[src/rtl/ram_arbiter.sv]
// Two-master arbiter for the single-port data RAM: the core has priority, and a
// starvation counter hands the DMA a bounded burst after MAXWAIT blocked cycles.
module ram_arbiter #(
  parameter int WIDTH   = 32,
  parameter int BURST   = 4,
  parameter int MAXWAIT = 8
) (
  input  logic             clock,
  input  logic             reset,
  input  logic             core_req,
  input  logic             core_we,
  input  logic [WIDTH-1:0] core_addr,
  input  logic [WIDTH-1:0] core_wdata,
  output logic [WIDTH-1:0] core_rdata,
  output logic             core_stall,
  input  logic             dma_req,
  input  logic             dma_we,
  input  logic [WIDTH-1:0] dma_addr,
  input  logic [WIDTH-1:0] dma_wdata,
  output logic             dma_gnt,
  output logic [WIDTH-1:0] dma_rdata,
  output logic [WIDTH-1:0] ram_address,
  output logic [WIDTH-1:0] ram_wdata,
  output logic             ram_enw,
  input  logic [WIDTH-1:0] ram_rdata,
  output logic [31:0]      stall_count
);
  localparam int WW = $clog2(MAXWAIT + 1);
  localparam int BW = $clog2(BURST + 1);
  localparam logic [WW-1:0] WAIT_LAST  = WW'(MAXWAIT - 1);
  localparam logic [BW-1:0] BURST_LAST = BW'(BURST - 1);

  typedef enum logic {CORE, DMA} owner_t;

  owner_t        r_owner, w_owner_nxt;
  logic [WW-1:0] r_waitcnt, w_waitcnt_nxt;
  logic [BW-1:0] r_burstcnt, w_burstcnt_nxt;
  logic          w_core_gnt, w_dma_gnt, w_core_stall;

  always_comb begin
    w_core_gnt     = 1'b0;
    w_dma_gnt      = 1'b0;
    w_core_stall   = 1'b0;
    w_owner_nxt    = r_owner;
    w_waitcnt_nxt  = r_waitcnt;
    w_burstcnt_nxt = r_burstcnt;
    case (r_owner)
      CORE: begin
        w_core_gnt = core_req;
        w_dma_gnt  = dma_req & ~core_req;
        if (core_req & dma_req) begin
          // Last blocked cycle: the core still gets this access, DMA owns the next one.
          if (r_waitcnt == WAIT_LAST) begin
            w_owner_nxt    = DMA;
            w_waitcnt_nxt  = '0;
            w_burstcnt_nxt = '0;
          end else begin
            w_waitcnt_nxt = r_waitcnt + 1'b1;
          end
        end else begin
          w_waitcnt_nxt = '0;
        end
      end
      DMA: begin
        w_dma_gnt    = dma_req;
        w_core_stall = core_req;
        if (!dma_req) begin
          w_owner_nxt   = CORE;
          w_waitcnt_nxt = '0;
        end else begin
          w_burstcnt_nxt = r_burstcnt + 1'b1;
          if (r_burstcnt == BURST_LAST) begin
            w_owner_nxt   = CORE;
            w_waitcnt_nxt = '0;
          end
        end
      end
      default: ;
    endcase
    if (reset) begin
      w_core_gnt   = 1'b0;
      w_dma_gnt    = 1'b0;
      w_core_stall = 1'b0;
    end
  end

  always_ff @(posedge clock) begin
    if (reset) begin
      r_owner     <= CORE;
      r_waitcnt   <= '0;
      r_burstcnt  <= '0;
      stall_count <= '0;
    end else begin
      r_owner    <= w_owner_nxt;
      r_waitcnt  <= w_waitcnt_nxt;
      r_burstcnt <= w_burstcnt_nxt;
      if (w_core_stall && stall_count != 32'hFFFF_FFFF)
        stall_count <= stall_count + 1'b1;
    end
  end

  // With no grant the mux rests on the core side and the write enable stays low.
  assign ram_address = w_dma_gnt ? dma_addr  : core_addr;
  assign ram_wdata   = w_dma_gnt ? dma_wdata : core_wdata;
  assign ram_enw     = (w_core_gnt & core_we) | (w_dma_gnt & dma_we);
  assign dma_gnt     = w_dma_gnt;
  assign core_stall  = w_core_stall;
  assign core_rdata  = ram_rdata;
  assign dma_rdata   = ram_rdata;
endmodule

[config.mk]
export PLATFORM = sky130hd
export DESIGN_NAME = ram_arbiter
export DESIGN_NICKNAME = d
export VERILOG_FILES = /design/src/rtl/ram_arbiter.sv
export SDC_FILE = /design/constraint.sdc
export NUM_CORES = 1
export LEC_CHECK = 0
export CORE_AREA = 2 2 127 129
export DETAILED_ROUTE_END_ITERATION = 8
export DIE_AREA = 0 0 129 131
export PLACE_DENSITY_LB_ADDON = 0.2
export SYNTH_ARGS = -nofsm -noshare
export SYNTH_HDL_FRONTEND = slang
export SYNTH_SLANG_ARGS = --single-unit
[constraint.sdc]
create_clock -name clock -period 1.9 [get_ports clock]
set_input_delay 0.38 -clock clock [delete_from_list [all_inputs] [get_ports clock]]
set_output_delay 0.38 -clock clock [all_outputs]
set_load 0.01 [all_outputs]
==> flow_summary_export.csv, run 1 <==
group,metric,value,unit
worst_setup_path,crit_start,"r_owner",
worst_setup_path,crit_family,"buffers and inverters",
routing,drt.antenna.violating_nets,0,
logic_synthesis,synth_top_family_by_area,"simple AND/OR/NAND/NOR gates",
routing,drc,0,
logic_synthesis,synth_seq_cells,40,
worst_setup_path,end_kind,"output pin",
global_route,grt_max_degree,29,
logic_synthesis,synth_fa_ha_area_frac,0.0148,
clocking,clock-sinks,40,
worst_setup_path,path_class,"flop to output pin",
logic_synthesis,synth_area,0.00338,mm²
layout,fill_cells,1484,
logic_synthesis,synth_xor_area_frac,0.00777,
run_status,status,"finished, violations left",
floorplanning,start_util,0.217,
run,maxCapViolations,0,
worst_setup_path,cp_cell_sequence,"nand2b_4, nand3_4, buf_12, buf_12, buf_16, buf_6, nand2_2, nand2_2, buf_6",
hold_path,worst_hold_startpoint,"r_burstcnt[1]",
floorplanning,dieArea,0.0169,mm²
sta,min_period,2.06,ns
layout,final_common_cell,"clkdlybuf4s50_1",
run_status,violations,"negative setup slack",
placed_design,gp_congestion,0.834,
routing,vias,4647,
sta,rsz0062_at_grt,"true",
clocking,clk-insertion-delay-late,0.28,ns
layout,finish.net_count,950,
logic_synthesis,syn_area_per_cell,6.44,µm²
worst_setup_path,cp_max_fo,7,
worst_setup_path,required,1.52,ns
global_route,global_route.usage.total,0.213,
sta,max_freq,0.485,GHz
layout,syn_to_final_growth,121,%
layout,fin_util,0.478,
sta,slew_violations,0,
worst_setup_path,critPathMaxStageDelay,0.33,ns
routing,finalWirelength,19800,µm
logic_synthesis,yosysUniqueCellTypes,46,
clocking,cts-root-buf,"clkbuf_16",
logic_synthesis,ys_warn_count,0,
global_route,grt_pass1_wl,26900,µm
floorplanning,die_x,129,µm
logic_synthesis,synth_compound_area_frac,0.115,
worst_setup_path,critPathLaunchType,"flop",
sta,hold_viol_final,0,
global_route,antenna_found_initial,1,
placed_design,port_buffers,232,
logic_synthesis,seq_area_frac_synth,0.237,
layout,layout_common_cells,"clkdlybuf4s50_1, nand2_1, buf_4",
clocking,htreeDepth,2,
floorplanning,die_h,131,µm
logic_synthesis,syn_inst,525,
routing,wl_per_cell,19.9,µm
global_route,grt_pass1_vias,4411,
worst_setup_path,cp_slowest_cell,"dfxtp_2",
sta,hold_ws,0.497,ns
power_and_ir_drop,vdd_drop_max,0.392,mV
sta,finalSetupViolCount,54,
sta,fin_worst_skew,0.00496,ns
hold_path,hp-class,"flop to flop",
sta,final.period_utilization,1.09,
power_and_ir_drop,p_per_area,385,mW/mm²
logic_synthesis,synth-simple-area-share,0.427,
sta,worst_pin_slew,0.363,ns
routing,drt_iter0_drc,230,
routing,dr.pass1.iters,4,
floorplanning,io_pins,329,
clocking,cts_tree,"yes",
worst_setup_path,critPathArrivalTime,1.68,ns
logic_synthesis,synth_fp_nets,695,
logic_synthesis,synth_mux_area_frac,0.0196,
sta,max-slew-margin-rel,0.755,
clocking,cts_hold_buf,0,
routing,vias_per_cell,4.66,
worst_setup_path,path_buf_inv,5,
clocking,clk_pin_slew_worst_paths,0.06,ns
floorplanning,core-area,0.0156,mm²
power_and_ir_drop,p_leak,0.00315,µW
worst_setup_path,r2r_start,"stall_count[0]",
layout,drive_gt1_frac,0.430,
floorplanning,rows,46,
global_route,grt_overflow,0,
placed_design,place_hpwl,14900,µm
clocking,clockBufferDepth,2,
clocking,numCtsBuffers,5,
sta,setup_ws,-0.162,ns
==> metal layers <==
metal / vias to the layer above / share of wire / track usage
met5: - / 0 / 0
met2: 225 / 0.48 / 0.349
li1: 2220 / - / -
met4: 0 / 0.0089 / 0.0288
met1: 2183 / 0.42 / 0.289
met3: 19 / 0.084 / 0.0558
==> through the flow <==
step                TNS [ns]  setup WS (ns)  std cells  cell area, µm²  total power (µW)
CTS                    -7.40         -0.216        993            6930              2750
detailed placement    -52.46         -0.715        959            6040              1660
global placement      -54.44         -0.750        959            6040              1670
finish                 -3.37         -0.162        998            7460              2870
floorplan                  0        0.00176        525            3390              1200
global route           -6.43         -0.219        997            7460              2980
==> repair_timing <==
action	4_1_cts	5_1_grt
pin swaps	36	77
setup endpoints to repair	90	81
cloned	8	0
setup buffers	20	8
gates resized for setup	345	227
==> final cells by class <==
type                            count  area [µm²]  share of cell area
Antenna cell                        1        2.50            0.000335
Multi-Input combinational cell    389        2730               0.366
Tap cell                          216         270              0.0362
Inverter                            7        33.8             0.00453
Clock inverter                      2        35.0             0.00470
Clock buffer                        6         129              0.0173
Sequential cell                    40         806               0.108
Timing Repair Buffer              337        3450               0.463
==> path summary, 6_finish.rpt <==
check / slack (ns) / end / depth (start not counted)
setup reg to reg: 0.04 / stall_count[9] / 8
setup / recovery: -0.16 / ram_wdata[23] / 9
hold / removal: 0.50 / r_burstcnt[1] / 2
hold reg to reg: 0.50 / r_burstcnt[1] / 2
==> flip-flops by register name, indices dropped and copies added (netlist names) <==
name and count:
stall_count 32, r_waitcnt 4, r_burstcnt 3, r_owner 1
==> report_power, final <==
group | total (µW) | switching, µW | internal, µW | leakage [µW]
combinational | 1060 | 451 | 612 | 0.00274
sequential | 840 | 1.05 | 839 | 0.000324
clock | 969 | 350 | 619 | 0.0000808
==> worst register-to-register path, stage by stage, from the launching register on <==
cell and delay (ns):
dfxtp_1 0.32, ha_2 0.21, nand3_4 0.10, nor3_4 0.05
buf_4 0.15, and3_4 0.16, buf_12 0.15, nor4_2 0.26
mux2_2 0.36
==> synthesized netlist by cell type (all sizes together) <==
cell type,count,share of area
nand2b,1,0.0019
nand3,18,0.027
and3b,1,0.0026
xor2,2,0.0052
mux2i,1,0.0030
o211ai,2,0.0044
nor3,5,0.012
ha,4,0.015
o311ai,4,0.010
nor2,22,0.024
nor4,7,0.017
or2,3,0.0056
and3,5,0.0093
nand2,210,0.23
or3,11,0.020
or4b,1,0.0030
nand4,7,0.019
o2111ai,2,0.0052
o41ai,5,0.013
a32oi,1,0.0026
or4,7,0.016
buf,72,0.15
clkbuf,17,0.019
and4,3,0.0078
dfxtp,40,0.24
xnor2,1,0.0026
a22oi,1,0.0022
o31ai,8,0.018
mux2,5,0.017
nand3b,3,0.010
a21oi,25,0.037
nor2b,8,0.015
o21ai,15,0.022
nor3b,1,0.0022
inv,7,0.0078
==> logic make-up (layout without fill, tap and decap cells) <==
| kind of cell | after synthesis | in the layout |
|---|---|---|
| simple gates | 313 | 313 |
| buf+inv | 96 | 352 |
| compound gates | 63 | 63 |
| flops | 40 | 40 |
| mux | 6 | 6 |
| fa+ha+maj | 4 | 4 |
| xor+xnor | 3 | 3 |
| other cells | 0 | 1 |
Power figures use the tool's default switching activity.
==> run 2: changes to the inputs <==
--- a/config.mk
+++ b/config.mk
@@ -8,6 +8,7 @@
 export CORE_AREA = 2 2 127 129
 export DETAILED_ROUTE_END_ITERATION = 8
 export DIE_AREA = 0 0 129 131
+export GPL_ROUTABILITY_DRIVEN = 0
 export PLACE_DENSITY_LB_ADDON = 0.2
 export SYNTH_ARGS = -nofsm -noshare
 export SYNTH_HDL_FRONTEND = slang
==> results of run 2 <==
Same layout as run 1: the final DEF is identical, and so are final timing and power.
==> run 3: changes to the inputs <==
--- a/config.mk
+++ b/config.mk
@@ -6,6 +6,7 @@
 export NUM_CORES = 1
 export LEC_CHECK = 0
 export CORE_AREA = 2 2 127 129
+export CTS_BUF_LIST = sky130_fd_sc_hd__clkbuf_4 sky130_fd_sc_hd__clkbuf_8 sky130_fd_sc_hd__clkbuf_16
 export DETAILED_ROUTE_END_ITERATION = 8
 export DIE_AREA = 0 0 129 131
 export GPL_ROUTABILITY_DRIVEN = 0
==> run 3 against run 2 <==
Effect of this change:
- the flow still finishes with violations (negative setup slack)
- clock power is 1% higher
- register-to-register slack hardly changed
- sequential power hardly changed
- routed wire length hardly changed
- highest routed layer unchanged
- sequential cell count stayed put
==> flow_summary_export.csv, run 3 (synthesized netlist as in run 1, its figures left out) <==
group,metric,value,unit
run_status,status,"finished, violations left",
run_status,violations,"negative setup slack",
floorplanning,die_x,129,µm
global_route,grt_pass1_wl,26900,µm
power_and_ir_drop,p_leak,0.00315,µW
worst_setup_path,critPathLaunchType,"input pin",
worst_setup_path,cp_cell_sequence,"dlygate4sd2_1, inv_2, nand3_4, buf_12, buf_12, buf_16, buf_6, nand2_2, nand2_2, buf_6",
layout,largestRegisters,"stall_count x32, r_waitcnt x4, r_burstcnt x3",
sta,slew_violations,0,
floorplanning,dieArea,0.0169,mm²
sta,worst_pin_slew,0.362,ns
hold_path,worst_hold_startpoint,"r_burstcnt[1]",
sta,max-slew-margin-rel,0.756,
routing,drc,0,
routing,finalWirelength,19800,µm
worst_setup_path,worstRegToRegCells,7,
sta,hold_viol_final,0,
global_route,grt_overflow,0,
global_route,global_route.usage.total,0.213,
routing,dr.pass1.iters,4,
layout,top_register,"stall_count",
hold_path,holdPathStages,2,
worst_setup_path,path_class,"input pin to output pin",
worst_setup_path,cp_slowest_cell,"dlygate4sd2_1",
floorplanning,core-area,0.0156,mm²
routing,vias_per_cell,4.68,
clocking,clockBufferDepth,2,
sta,fin_worst_skew,0.00534,ns
global_route,grt_max_degree,29,
worst_setup_path,end_kind,"output pin",
sta,min_period,2.06,ns
hold_path,holdPathEnd,"r_burstcnt[1]",
worst_setup_path,critPathMaxStageDelay,0.28,ns
clocking,htreeDepth,2,
sta,max_freq,0.485,GHz
clocking,numCtsBuffers,5,
sta,final.period_utilization,1.09,
worst_setup_path,required,1.52,ns
routing,drt_iter0_drc,231,
clocking,clk_pin_slew_worst_paths,0.06,ns
layout,fin_util,0.479,
sta,rsz0062_at_grt,"true",
run,maxCapViolations,0,
hold_path,hp-class,"flop to flop",
worst_setup_path,critPathArrivalTime,1.68,ns
sta,finalSetupViolCount,54,
routing,vias,4666,
floorplanning,rows,46,
routing,drt.antenna.violating_nets,0,
floorplanning,start_util,0.217,
power_and_ir_drop,power.total,2890,µW
placed_design,port_buffers,232,
clocking,cts-root-buf,"clkbuf_16",
layout,largest_reg_flops,32,
worst_setup_path,r2r_start,"stall_count[23]",
layout,finish.net_count,950,
layout,layout_common_cells,"clkdlybuf4s50_1, nand2_1, buf_4",
worst_setup_path,crit_start,"reset",
worst_setup_path,r2r_slack,0.05,ns
sta,finalSetupTns,-3.40,ns
sta,setup_ws,-0.163,ns
global_route,antenna_found_initial,1,
worst_setup_path,r2r_end,"stall_count[13]",
routing,wl_per_cell,19.8,µm
clocking,cts_tree,"yes",
power_and_ir_drop,vdd_drop_max,0.392,mV
placed_design,place_hpwl,14900,µm
placed_design,place_worst_setup_slack,-0.715,ns
floorplanning,die_h,131,µm
clocking,clock-sinks,40,
global_route,grt_pass1_vias,4411,
layout,drive_gt1_frac,0.431,
layout,final_common_cell,"clkdlybuf4s50_1",
placed_design,post_dp_cell_area,0.00604,mm²
power_and_ir_drop,p_per_area,387,mW/mm²
worst_setup_path,cp_max_fo,7,
floorplanning,io_pins,329,
clocking,cts_hold_buf,0,
clocking,clk-insertion-delay-late,0.28,ns
layout,design_area,0.00746,mm²
layout,syn_to_final_growth,121,%
==> run 3: cell types whose count changed in the layout (fill, tap and decap cells not counted) <==
cell,before,now
clkbuf_4,0,1
clkbuf_1,1,0
==> run 3: final cells by class <==
type | instances | area (µm²)
fill | 1482 | 8130
timing repair buffer | 337 | 3450
multi-input combinational | 389 | 2730
sequential | 40 | 806
tap | 216 | 270
clock buffer | 6 | 133
clock inverter | 2 | 35.0
inverter | 7 | 33.8
antenna | 1 | 2.50
==> run 3: worst max path at each step <==
| stage | to | depth (start not counted) |
|---|---|---|
| 2_1_floorplan | stall_count[24] | 7 |
| 3_3_place_gp | ram_address[2] | 8 |
| 3_5_place_dp | ram_address[2] | 8 |
| 4_1_cts | ram_address[22] | 7 |
| 5_1_grt | ram_wdata[26] | 9 |
| 6_report | ram_wdata[23] | 10 |
==> run 3: critical path: cells and delay by family <==
kind                   cells  cell delay [ns]
buffers and inverters      7             1.05
and+or+nand+nor            3             0.25
==> run 3: routing by layer <==
metal / vias to the layer above / wire length (µm) / track usage
li1: 2222 / - / -
met3: 23 / 1690 / 0.0558
met4: 0 / 197 / 0.0288
met1: 2186 / 8330 / 0.289
met2: 235 / 9580 / 0.349
met5: - / 0 / 0
==> run 3: per-stage QoR <==
stage | hold WS (ns) | instances
2_1_floorplan | 0.454 | 525
3_3_place_gp | 0.470 | 959
3_5_place_dp | 0.480 | 959
4_1_cts | 0.499 | 993
5_1_grt | 0.505 | 997
6_report | 0.497 | 998
==> run 3: what timing repair did <==
| item | 4_1_cts | 5_1_grt |
|---|---|---|
| setup endpoints to repair | 90 | 81 |
| setup buffers | 20 | 8 |
| gates resized for setup | 345 | 227 |
| cloned | 8 | 0 |
| pin swaps | 36 | 77 |
==> run 3: power by group <==
part	internal (µW)	switching (µW)
clock	633	350
sequential	839	1.05
combinational	612	451
